[config.mk]
export PLATFORM = sky130hd
export DESIGN_NAME = dht_temp_filter
export DESIGN_NICKNAME = d
export VERILOG_FILES = /design/src/rtl/dht_pkg.sv /design/src/rtl/bin2bcd_seq.sv /design/src/rtl/dht_temp_filter.sv
export SDC_FILE = /design/constraint.sdc
export NUM_CORES = 1
export LEC_CHECK = 0
export BUFFER_PORTS_ARGS = -buffer_cell sky130_fd_sc_hd__buf_2
export CAP_MARGIN = 20
export CORE_MARGIN = 2
export CORE_UTILIZATION = 60
export CTS_BUF_LIST = sky130_fd_sc_hd__clkbuf_4
export DETAILED_ROUTE_END_ITERATION = 10
export PLACE_DENSITY = 0.81
export RECOVER_POWER = 25
export SYNTH_ARGS = -nofsm -noshare
export SYNTH_HDL_FRONTEND = slang
export SYNTH_HIERARCHICAL = 1
export SYNTH_SLANG_ARGS = --single-unit
[constraint.sdc]
create_clock -name clk -period 3.6 [get_ports clk]
set_clock_uncertainty 0.1 [all_clocks]
set_input_delay 0.54 -clock clk [delete_from_list [all_inputs] [get_ports clk]]
set_output_delay 0.54 -clock clk [all_outputs]
set_load 0.005 [all_outputs]
[src/rtl/dht_pkg.sv]
// Shared definitions for the DHT11 reader and its downstream temperature filter.
// Holds the filter FSM encoding, the 40-bit frame field offsets, default
// calibration/threshold values and small frame helper functions.
package dht_pkg;

  typedef enum logic [2:0] {
    StIdle,
    StCheck,
    StAdjust,
    StConvert,
    StUpdate
  } dht_state_e;

  // LSB positions of the byte fields inside a raw 40-bit frame
  localparam int unsigned HumIntLsb  = 32;
  localparam int unsigned HumDecLsb  = 24;
  localparam int unsigned TempIntLsb = 16;
  localparam int unsigned TempDecLsb = 8;
  localparam int unsigned CsumLsb    = 0;

  localparam int unsigned DefTempOffset  = 7;
  localparam int unsigned DefHotOn       = 22;
  localparam int unsigned DefHotOff      = 20;
  localparam int unsigned DefConfirm     = 3;
  localparam int unsigned DefStaleCycles = 150000000;

  // Checksum byte must equal the byte-wise sum of the four data bytes, mod 256.
  function automatic logic frame_csum_ok(input logic [39:0] f);
    logic [7:0] sum;
    sum = f[HumIntLsb +: 8] + f[HumDecLsb +: 8] + f[TempIntLsb +: 8] + f[TempDecLsb +: 8];
    return sum == f[CsumLsb +: 8];
  endfunction

  // Subtract the calibration offset, floor at 0 and cap at 99 so it fits two digits.
  function automatic logic [6:0] adjust_temp(input logic [7:0] t_raw, input logic [7:0] offset);
    logic [7:0] diff;
    if (t_raw <= offset) begin
      diff = 8'd0;
    end else begin
      diff = t_raw - offset;
    end
    if (diff > 8'd99) begin
      diff = 8'd99;
    end
    return diff[6:0];
  endfunction

endpackage

[src/rtl/bin2bcd_seq.sv]
// Sequential shift-add-3 binary to two-digit BCD converter, one bit per cycle.
// Ports:
//   clk, rst  - clock, asynchronous active-high reset
//   start_i   - load bin_i and begin an 8-step conversion
//   bin_i     - 7-bit binary value (0..99)
//   done_o    - high in the cycle whose closing edge performs the final shift;
//               tens_o/units_o are valid from the following cycle
//   tens_o    - BCD tens digit
//   units_o   - BCD units digit
module bin2bcd_seq (
  input  logic       clk,
  input  logic       rst,
  input  logic       start_i,
  input  logic [6:0] bin_i,
  output logic       done_o,
  output logic [3:0] tens_o,
  output logic [3:0] units_o
);

  logic [7:0] sr_q, sr_d;
  logic [3:0] tens_q, tens_d;
  logic [3:0] units_q, units_d;
  logic [2:0] cnt_q, cnt_d;
  logic       active_q, active_d;
  logic [3:0] tens_adj, units_adj;

  always_comb begin
    sr_d      = sr_q;
    tens_d    = tens_q;
    units_d   = units_q;
    cnt_d     = cnt_q;
    active_d  = active_q;
    tens_adj  = (tens_q >= 4'd5) ? tens_q + 4'd3 : tens_q;
    units_adj = (units_q >= 4'd5) ? units_q + 4'd3 : units_q;
    if (start_i) begin
      // Leading zero pads the 7-bit value to a fixed 8-step conversion
      sr_d     = {1'b0, bin_i};
      tens_d   = 4'd0;
      units_d  = 4'd0;
      cnt_d    = 3'd0;
      active_d = 1'b1;
    end else if (active_q) begin
      // Hundreds carry out of the tens digit is dropped: inputs never exceed 99
      {tens_d, units_d, sr_d} = {tens_adj, units_adj, sr_q} << 1;
      cnt_d = cnt_q + 3'd1;
      if (cnt_q == 3'd7) begin
        active_d = 1'b0;
      end
    end
  end

  always_ff @(posedge clk or posedge rst) begin
    if (rst) begin
      sr_q     <= '0;
      tens_q   <= '0;
      units_q  <= '0;
      cnt_q    <= '0;
      active_q <= 1'b0;
    end else begin
      sr_q     <= sr_d;
      tens_q   <= tens_d;
      units_q  <= units_d;
      cnt_q    <= cnt_d;
      active_q <= active_d;
    end
  end

  assign done_o  = active_q && (cnt_q == 3'd7);
  assign tens_o  = tens_q;
  assign units_o = units_q;

endmodule

[src/rtl/dht_temp_filter.sv]
// Post-processing of raw DHT11 frames: checksum validation, calibration offset,
// BCD conversion for the display, debounced hysteretic "hot" flag and a
// stale-sensor timeout.
// Ports:
//   clk, rst      - clock, asynchronous active-high reset
//   test_enable   - freezes frame acceptance and the stale counter
//   frame_valid   - single-cycle strobe qualifying frame
//   frame         - raw 40-bit frame {hum int, hum dec, temp int, temp dec, csum}
//   busy          - a frame is being processed
//   temp_c        - last good adjusted temperature, binary
//   bcd_tens/units- decimal digits of temp_c
//   hot           - debounced hot flag
//   data_ok       - a good frame has been seen and the data is not stale
//   crc_err       - one-cycle pulse per rejected frame
//   sensor_fault  - no good frame within STALE_CYCLES
module dht_temp_filter
  import dht_pkg::*;
#(
  parameter int unsigned TEMP_OFFSET  = DefTempOffset,
  parameter int unsigned HOT_ON       = DefHotOn,
  parameter int unsigned HOT_OFF      = DefHotOff,
  parameter int unsigned CONFIRM      = DefConfirm,
  parameter int unsigned STALE_CYCLES = DefStaleCycles
) (
  input  logic        clk,
  input  logic        rst,
  input  logic        test_enable,
  input  logic        frame_valid,
  input  logic [39:0] frame,
  output logic        busy,
  output logic [7:0]  temp_c,
  output logic [3:0]  bcd_tens,
  output logic [3:0]  bcd_units,
  output logic        hot,
  output logic        data_ok,
  output logic        crc_err,
  output logic        sensor_fault
);

  localparam int unsigned VoteW  = $clog2(CONFIRM + 1);
  localparam int unsigned StaleW = $clog2(STALE_CYCLES + 1);

  localparam logic [6:0]        HotOnC    = 7'(HOT_ON);
  localparam logic [6:0]        HotOffC   = 7'(HOT_OFF);
  localparam logic [7:0]        OffsetC   = 8'(TEMP_OFFSET);
  localparam logic [VoteW-1:0]  VoteLast  = VoteW'(CONFIRM - 1);
  localparam logic [StaleW-1:0] StaleMax  = StaleW'(STALE_CYCLES);

  dht_state_e        state_q, state_d;
  logic [39:0]       frame_q, frame_d;
  logic [6:0]        adj_q, adj_d;
  logic [VoteW-1:0]  vote_q, vote_d;
  logic [StaleW-1:0] stale_q, stale_d;
  logic              busy_q, busy_d;
  logic [7:0]        temp_c_q, temp_c_d;
  logic [3:0]        tens_q, tens_d;
  logic [3:0]        units_q, units_d;
  logic              hot_q, hot_d;
  logic              data_ok_q, data_ok_d;
  logic              crc_err_q, crc_err_d;
  logic              fault_q, fault_d;

  logic       bcd_start;
  logic       bcd_done;
  logic [3:0] bcd_tens_w;
  logic [3:0] bcd_units_w;
  logic       vote_agree;

  bin2bcd_seq u_bin2bcd (
    .clk     (clk),
    .rst     (rst),
    .start_i (bcd_start),
    .bin_i   (adj_d),
    .done_o  (bcd_done),
    .tens_o  (bcd_tens_w),
    .units_o (bcd_units_w)
  );

  // A frame votes to toggle only when it argues against the current state
  assign vote_agree = ((adj_q >= HotOnC) && !hot_q) || ((adj_q <= HotOffC) && hot_q);

  always_comb begin
    state_d   = state_q;
    frame_d   = frame_q;
    adj_d     = adj_q;
    vote_d    = vote_q;
    stale_d   = stale_q;
    temp_c_d  = temp_c_q;
    tens_d    = tens_q;
    units_d   = units_q;
    hot_d     = hot_q;
    data_ok_d = data_ok_q;
    fault_d   = fault_q;
    crc_err_d = 1'b0;
    bcd_start = 1'b0;

    if (!test_enable && (stale_q != StaleMax)) begin
      stale_d = stale_q + StaleW'(1);
    end
    if (stale_d == StaleMax) begin
      fault_d   = 1'b1;
      data_ok_d = 1'b0;
    end

    unique case (state_q)
      StIdle: begin
        if (frame_valid && !test_enable) begin
          frame_d = frame;
          state_d = StCheck;
        end
      end
      StCheck: begin
        if (frame_csum_ok(frame_q)) begin
          state_d = StAdjust;
        end else begin
          crc_err_d = 1'b1;
          state_d   = StIdle;
        end
      end
      StAdjust: begin
        adj_d     = adjust_temp(frame_q[TempIntLsb +: 8], OffsetC);
        bcd_start = 1'b1;
        state_d   = StConvert;
      end
      StConvert: begin
        if (bcd_done) begin
          state_d = StUpdate;
        end
      end
      StUpdate: begin
        temp_c_d  = {1'b0, adj_q};
        tens_d    = bcd_tens_w;
        units_d   = bcd_units_w;
        data_ok_d = 1'b1;
        // Overrides a timeout landing in the same cycle
        fault_d   = 1'b0;
        stale_d   = '0;
        if (vote_agree) begin
          if (vote_q == VoteLast) begin
            hot_d  = !hot_q;
            vote_d = '0;
          end else begin
            vote_d = vote_q + VoteW'(1);
          end
        end else begin
          vote_d = '0;
        end
        state_d = StIdle;
      end
      default: state_d = StIdle;
    endcase

    busy_d = (state_d != StIdle);
  end

  always_ff @(posedge clk or posedge rst) begin
    if (rst) begin
      state_q   <= StIdle;
      frame_q   <= '0;
      adj_q     <= '0;
      vote_q    <= '0;
      stale_q   <= '0;
      busy_q    <= 1'b0;
      temp_c_q  <= '0;
      tens_q    <= '0;
      units_q   <= '0;
      hot_q     <= 1'b0;
      data_ok_q <= 1'b0;
      crc_err_q <= 1'b0;
      fault_q   <= 1'b0;
    end else begin
      state_q   <= state_d;
      frame_q   <= frame_d;
      adj_q     <= adj_d;
      vote_q    <= vote_d;
      stale_q   <= stale_d;
      busy_q    <= busy_d;
      temp_c_q  <= temp_c_d;
      tens_q    <= tens_d;
      units_q   <= units_d;
      hot_q     <= hot_d;
      data_ok_q <= data_ok_d;
      crc_err_q <= crc_err_d;
      fault_q   <= fault_d;
    end
  end

  assign busy         = busy_q;
  assign temp_c       = temp_c_q;
  assign bcd_tens     = tens_q;
  assign bcd_units    = units_q;
  assign hot          = hot_q;
  assign data_ok      = data_ok_q;
  assign crc_err      = crc_err_q;
  assign sensor_fault = fault_q;

endmodule

Word level (Yosys, flattened, before mapping)
Cells that the tools add are included.
{ "op_classes": {"addsub": 9, "magnitude_cmp": 6, "eq_ne": 9, "muxes": 32, "reduce_logical": 14} }
{ "op_table": {"columns": ["cell", "count"], "rows": [
  ["28-bit 2-to-1 mux", 2],
  ["8-bit 2-to-1 mux", 4],
  ["28-bit by 1-bit adder with 28-bit output, second input constant", 1],
  ["28-bit == test, second input constant", 1],
  ["28-bit inequality test, second input constant", 1],
  ["8-bit adder", 3],
  ["4-bit 2-to-1 mux", 5],
  ["3-bit 2-to-1 mux", 5],
  ["7-bit 2-to-1 mux", 2],
  ["3-bit case mux with 4 select lines", 1],
  ["1-bit 2-to-1 mux", 10],
  ["8-bit == test", 1],
  ["4-bit by 3-bit >= comparator with 1-bit output, second input constant", 2],
  ["8-bit by 7-bit > comparator with 1-bit output, second input constant", 1],
  ["8-bit by 3-bit less-or-equal comparator with 1-bit output, second input constant", 1],
  ["8-bit by 3-bit subtractor with 8-bit output, second input constant", 1],
  ["7-bit by 5-bit >= comparator with 1-bit output, second input constant", 1],
  ["7-bit by 5-bit less-or-equal comparator with 1-bit output, second input constant", 1],
  ["3-bit by 2-bit == test with 1-bit output, second input constant", 2],
  ["3-bit == test, second input constant", 2],
  ["2-bit 2-to-1 mux", 3],
  ["1-bit logical AND", 5],
  ["4-bit by 2-bit adder with 4-bit output, second input constant", 1],
  ["2-bit nonzero test", 2],
  ["other kinds (11)", 12]
]} }
{ "totals": {"reg_bits": 120, "input_bits": 44, "elab_cells": 88} }

Logic depth before layout (Yosys ltp)
{ "logic_depth": {"depth_word": 7, "depth_mapped": 12, "mapped_depth_nobuf": 12} }

By module
The synthesis kept the hierarchy.
{ "by_module_without_submodules": {"columns": ["module", "n_inst", "cells_each", "area_each_um2", "seq_area_each_um2"], "rows": [
  ["dht_temp_filter", 1, 505, 5440.2, 2502.4],
  ["bin2bcd_seq", 1, 105, 1056.0, 500.5]
]} }

Worst setup path after synthesis
Ideal clock, no wire load.
{ "synth_timing": {"path_type": "register -> register", "from": "register frame_q[17]", "to": "register state_q[1]", "arrival_ns": 3.124, "required_ns": 3.418, "setup_slack_ns": 0.294, "stages_incl_launch_ff": 13, "path_buffers": 0, "period_less_slack_ns": 3.306, "path_cell_list": "dfrtp_1 fa_1 inv_1 fa_1 inv_1 ha_1 fa_1 a21o_1 a21oi_1 xnor2_1 nor4_1 nand4_1 o22ai_1"} }
{ "synth_via": {"elab_chain_len": 5} }
{ "synth_lines": {"columns": ["item", "line_no", "source"], "rows": [
  ["start, declared", "dht_temp_filter.sv:50", "logic [39:0] frame_q, frame_d;"],
  ["start signal, assigned", "dht_temp_filter.sv:173", "frame_q <= frame_d;"],
  ["8-bit adder (2 in series)", "dht_pkg.sv:30", "sum = f[HumIntLsb +: 8] + f[HumDecLsb +: 8] + f[TempIntLsb +: 8] + f[TempDecLsb +: 8];"],
  ["8-bit == test", "dht_pkg.sv:31", "return sum == f[CsumLsb +: 8];"],
  ["2-bit 2-to-1 mux", "dht_temp_filter.sv:113", "if (frame_csum_ok(frame_q)) begin"],
  ["3-bit case mux with 4 select lines", "dht_temp_filter.sv:105", "unique case (state_q)"],
  ["via state_d[1]", "dht_temp_filter.sv:49", "dht_state_e state_q, state_d;"],
  ["end signal, assigned", "dht_temp_filter.sv:158", "state_q <= StIdle;"],
  ["end signal, assigned", "dht_temp_filter.sv:172", "state_q <= state_d;"],
  ["end, declared", "dht_temp_filter.sv:49", null]
]} }
The timed path passes the listed nets, and every way through them passes these cells.
A chain may end at the register's enable or synchronous reset.

Worst setup path in the final report
{ "layout_timing": {"from": "register frame_q[9]", "to": "register state_q[1]"} }
{ "layout_via": {"elab_chain_len": 4} }
{ "layout_lines": {"columns": ["item", "line_no"], "rows": [
  ["8-bit adder", "dht_pkg.sv:30"],
  ["8-bit == test", "dht_pkg.sv:31"],
  ["2-bit 2-to-1 mux", "dht_temp_filter.sv:113"],
  ["3-bit case mux with 4 select lines", "dht_temp_filter.sv:105"],
  ["via state_d[1]", "dht_temp_filter.sv:49"]
]} }
The timed path passes the listed nets, and every way through them passes these cells.

==> summary.txt <==
Status
  • Status: complete, but fails checks
  • Failing checks: max-capacitance violations, max-slew violations

Pwr
  • Leakage: 3.25 nW
  • NetSw: 2.88 mW
  • Pwr Density: 961 nW/um2
  • Max VDD drop: 0.000697 V
  • Sequential share of power: 0.317
  • Sw Ratio: 0.421
  • Combinational share of power: 0.547
  • Tot Pwr: 6.85 mW
  • Clock Power Share: 0.136
  • Internal: approximately 4 mW

Clock tree
  • Hold bufs inserted after CTS: 0
  • CTS H-tree depth: 4
  • Clock Tree Buf Depth: 2
  • Setup bufs post-CTS: 0
  • CTS tree: yes
  • CTS clk-pin slew, worst paths: 0.11 ns
  • Number of CTS-inserted buffers: 17
  • Root Buffer: clkbuf_4
  • Clk Latency, worst-skew pair: roughly 0.53 ns
  • Clock sink total: 120
  • CTS resizes: 0

Place
  • Final GP Congestion: roughly 0.87
  • Number of port buffers: 63
  • Post-DP HPWL: 9.57 mm
  • Placed Area: 6840 um2

Drt
  • Vias/cell: 5.82
  • DRT antenna net count: 0
  • DRC violations left: 0
  • Iter 0 DRT Violations: between 300 and 400
  • Routed vias: 4,769
  • Total iterations of the first detailed-routing run: 5
  • Drt total wl: between 10 and 15 mm
  • Routed len/inst: 16.3 um

Timing
  • RSZ-0062 raised after global routing: false
  • Final setup fails: 0
  • Post-layout min period: 3.40 ns
  • Slew @ Worst Pin: between 2 and 3 ns
  • Fmax: 294 MHz
  • Setup TNS: 0 ns
  • Hold_ws: between 0.02 and 0.025 ns
  • Fin. Hold Viols: 0
  • Max-Slew Margin vs Limit: -0.676
  • Max-slew violations: 67
  • Final Cycle Share: 0.944

Yosys
  • Syn_nets: a little under 700
  • Synth area leaders: dfrtp_1 46%, mux2_2 7.3%, fa_1 4.3%
  • Cell taking the most area after synthesis: dfrtp_1
  • Synth async-reset ratio: 1.00
  • Synthesis Warnings: 6
  • Post-synth top area share: 0.462
  • Number of flops mapped to enable cells by yosys: 0
  • #FFs+latches synth: between 100 and 150
  • Sequential cell area fraction in the yosys report: 0.462
  • Distinct cell type count after synthesis: between 60 and 70
  • Post-Syn Area per Cell: 10.6 um2
  • Mapped Cells: 610
  • Mapped cell area: between 6000 and 7000 um2
  • Predominant post-synthesis flop cell: dfrtp_1

Worst setup path
  • Required time of the critical path: 3.95 ns
  • Slowest stage delay, CP: 0.53 ns
  • Crit-path slowest cell: fa_1
  • Startpoint Class: flop
  • Arr. time, crit path: 3.75 ns
  • Worst reg2reg setup slack: about 0.2 ns
  • Most used cell along the critical path: fa_1
  • R2R Path Start: frame_q[9]
  • CP Launch Point: frame_q[9]
  • Kind of critical path: reg -> reg
  • Maximum fanout along the worst path: 3
  • CP Capture Type: flop
  • Critical path, cell by cell: fa_1 > inv_1 > fa_1 > inv_1 > ha_1 > fa_1 > a21o_1 > a21oi_2 > o21ai_0 > xnor2_1 > nand4_1 > o22ai_1

Die
  • Initial Util: 0.624
  • Core area: between 10,000 and 15,000 um2
  • Num ports: 65
  • Die X: 108 um
  • Total Die Area: roughly 12,000 um2
  • Chip height: 108 um
  • Row count: 37

Global route
  • First-pass GRT wire length: 22.6 mm
  • GR Overflow Total: 0
  • GRT Overall Usage: 0.249
  • Pin count of the biggest net entering global routing: 67
  • Number of global-route vias before repair: 4,853
  • Antenna violations before repair: 0

Layout
  • Share of cells above drive strength 1: 0.237
  • Layout area overhead: 9.69%
  • Final net count: 745
  • Design area: approximately 7100 um2
  • Ant. Diodes: 0

Flow run
  • Max_cap viols: 1

Worst hold path
  • Hold Path Class: in -> async
==> path summary, 6_finish.rpt <==
kind / end / depth (start not counted)
setup reg to reg: state_q[1] / 12
hold / removal: u_bin2bcd/units_o[1] / 2
hold reg to reg: bcd_tens[1] / 2
setup / recovery: state_q[1] / 12
max in group asynchronous: stale_q[11] / 2
min in group clk: frame_q[6] / 2
==> cells by family after synthesis <==
group / Yosys count / synth area share
other: 1 / 0.000577
muxes: 55 / 0.0928
xor gates and xnor gates: 48 / 0.0647
and+or+nand+nor: 210 / 0.170
DFF: 120 / 0.462
adders and majority gates: 30 / 0.0740
buffers and inverters: 56 / 0.0468
AOI/OAI and AO/OA: 90 / 0.0890
==> Yosys cell counts (3+ instances only) <==
| master | instances |
|---|---|
| or4_4 | 3 |
| buf_1 | 4 |
| a21o_1 | 3 |
| mux2i_1 | 13 |
| a31oi_1 | 7 |
| buf_6 | 4 |
| and2_1 | 3 |
| nand2b_1 | 8 |
| nor3_1 | 7 |
| nor2_1 | 47 |
| inv_1 | 26 |
| nor4_1 | 11 |
| o21bai_1 | 3 |
| o22ai_1 | 6 |
| nor3b_1 | 5 |
| buf_2 | 4 |
| ha_1 | 16 |
| nand4_1 | 6 |
| o21a_1 | 4 |
| xnor2_1 | 32 |
| a2111oi_0 | 3 |
| or4b_1 | 3 |
| nand3_1 | 13 |
| or4_1 | 4 |
| o21ai_0 | 27 |
| a21oi_1 | 16 |
| buf_4 | 5 |
| xor2_1 | 16 |
| nand2_1 | 72 |
| or3_2 | 3 |
| and3_1 | 3 |
| dfrtp_1 | 120 |
| fa_1 | 14 |
| mux2_2 | 42 |
| clkbuf_1 | 9 |
==> flip-flops by register name, indices dropped and copies added (netlist names), 2 cells and up <==
name / cells
frame_q: 40
u_bin2bcd/sr_q: 8
temp_c: 7
u_bin2bcd/cnt_q: 3
adj_q: 7
bcd_tens: 4
u_bin2bcd/units_o: 4
state_q: 3
u_bin2bcd/tens_o: 4
bcd_units: 4
vote_q: 2
stale_q: 28
==> cell type report <==
class,instances,area [um2]
clock buffers,19,143
flip-flops and latches,120,3000
fillers,803,3290
repair buffers,71,374
multi-input cells,434,3210
clock inverters,13,129
well taps,136,170
inverters,27,101
==> metrics by stage <==
| stage | utilization | worst slack, ns | instances |
|---|---|---|---|
| floorplan | - | 0.294 | 610 |
| global placement | 0.657 | 0.183 | 788 |
| detailed placement | 0.657 | 0.0771 | 788 |
| CTS | 0.683 | 0.0550 | 820 |
| global route | 0.684 | 0.00207 | 820 |
| finish | 0.684 | 0.201 | 820 |
==> power groups by stage <==
stage                     clock, mW  sequential, mW  combinational (mW)
after floorplan                   0            2.03                3.00
after global placement            0            2.16                3.40
after detailed placement          0            2.19                3.58
after CTS                     0.953            2.16                3.65
after global routing           1.02            2.23                4.15
final                         0.932            2.17                3.75
==> layer usage <==
layer  part of all wire  track usage  vias to the layer above
met5                  0            0                        -
met2               0.50        0.413                      131
met3              0.039       0.0585                       32
li1                   -            -                     2260
met1               0.43        0.312                     2346
met4              0.028        0.114                        0
==> placed cells by master (no fill, tap or decap), drive strengths merged, types with 3 or more instances in the layout <==
cell,netlist,routed
buf,17,70
a2111oi,3,3
nand2,72,72
or3,5,5
o22ai,6,6
xnor2,32,32
dfrtp,120,120
a211oi,3,3
o31a,4,4
nor4,12,12
nand4,8,8
ha,16,16
o21a,4,4
a21oi,16,16
clkinvlp,0,3
or4,7,7
mux2i,13,13
a31oi,7,7
and4,3,3
clkinv,0,7
o21bai,3,3
nor2,47,47
xor2,16,16
or4b,3,3
nor3b,5,5
o21ai,28,28
nand3,13,13
mux2,42,42
clkbuf,11,20
and3,3,3
fa,14,14
nor3,7,7
inv,27,28
and2,4,4
nand2b,8,8
a21o,3,3
==> worst max-delay path, delay by kind of cell (launching register included) <==
| family | cells | cell delay, ns |
|---|---|---|
| buffers and inverters | 2 | 0.09 |
| adder cells (fa/ha/maj) | 4 | 1.66 |
| XOR/XNOR | 1 | 0.23 |
| AND/OR/NAND/NOR | 1 | 0.17 |
| flip-flops | 1 | 0.41 |
| AO/OA/AOI/OAI | 4 | 0.66 |
No activity file was read; power rests on OpenSTA's default activity.
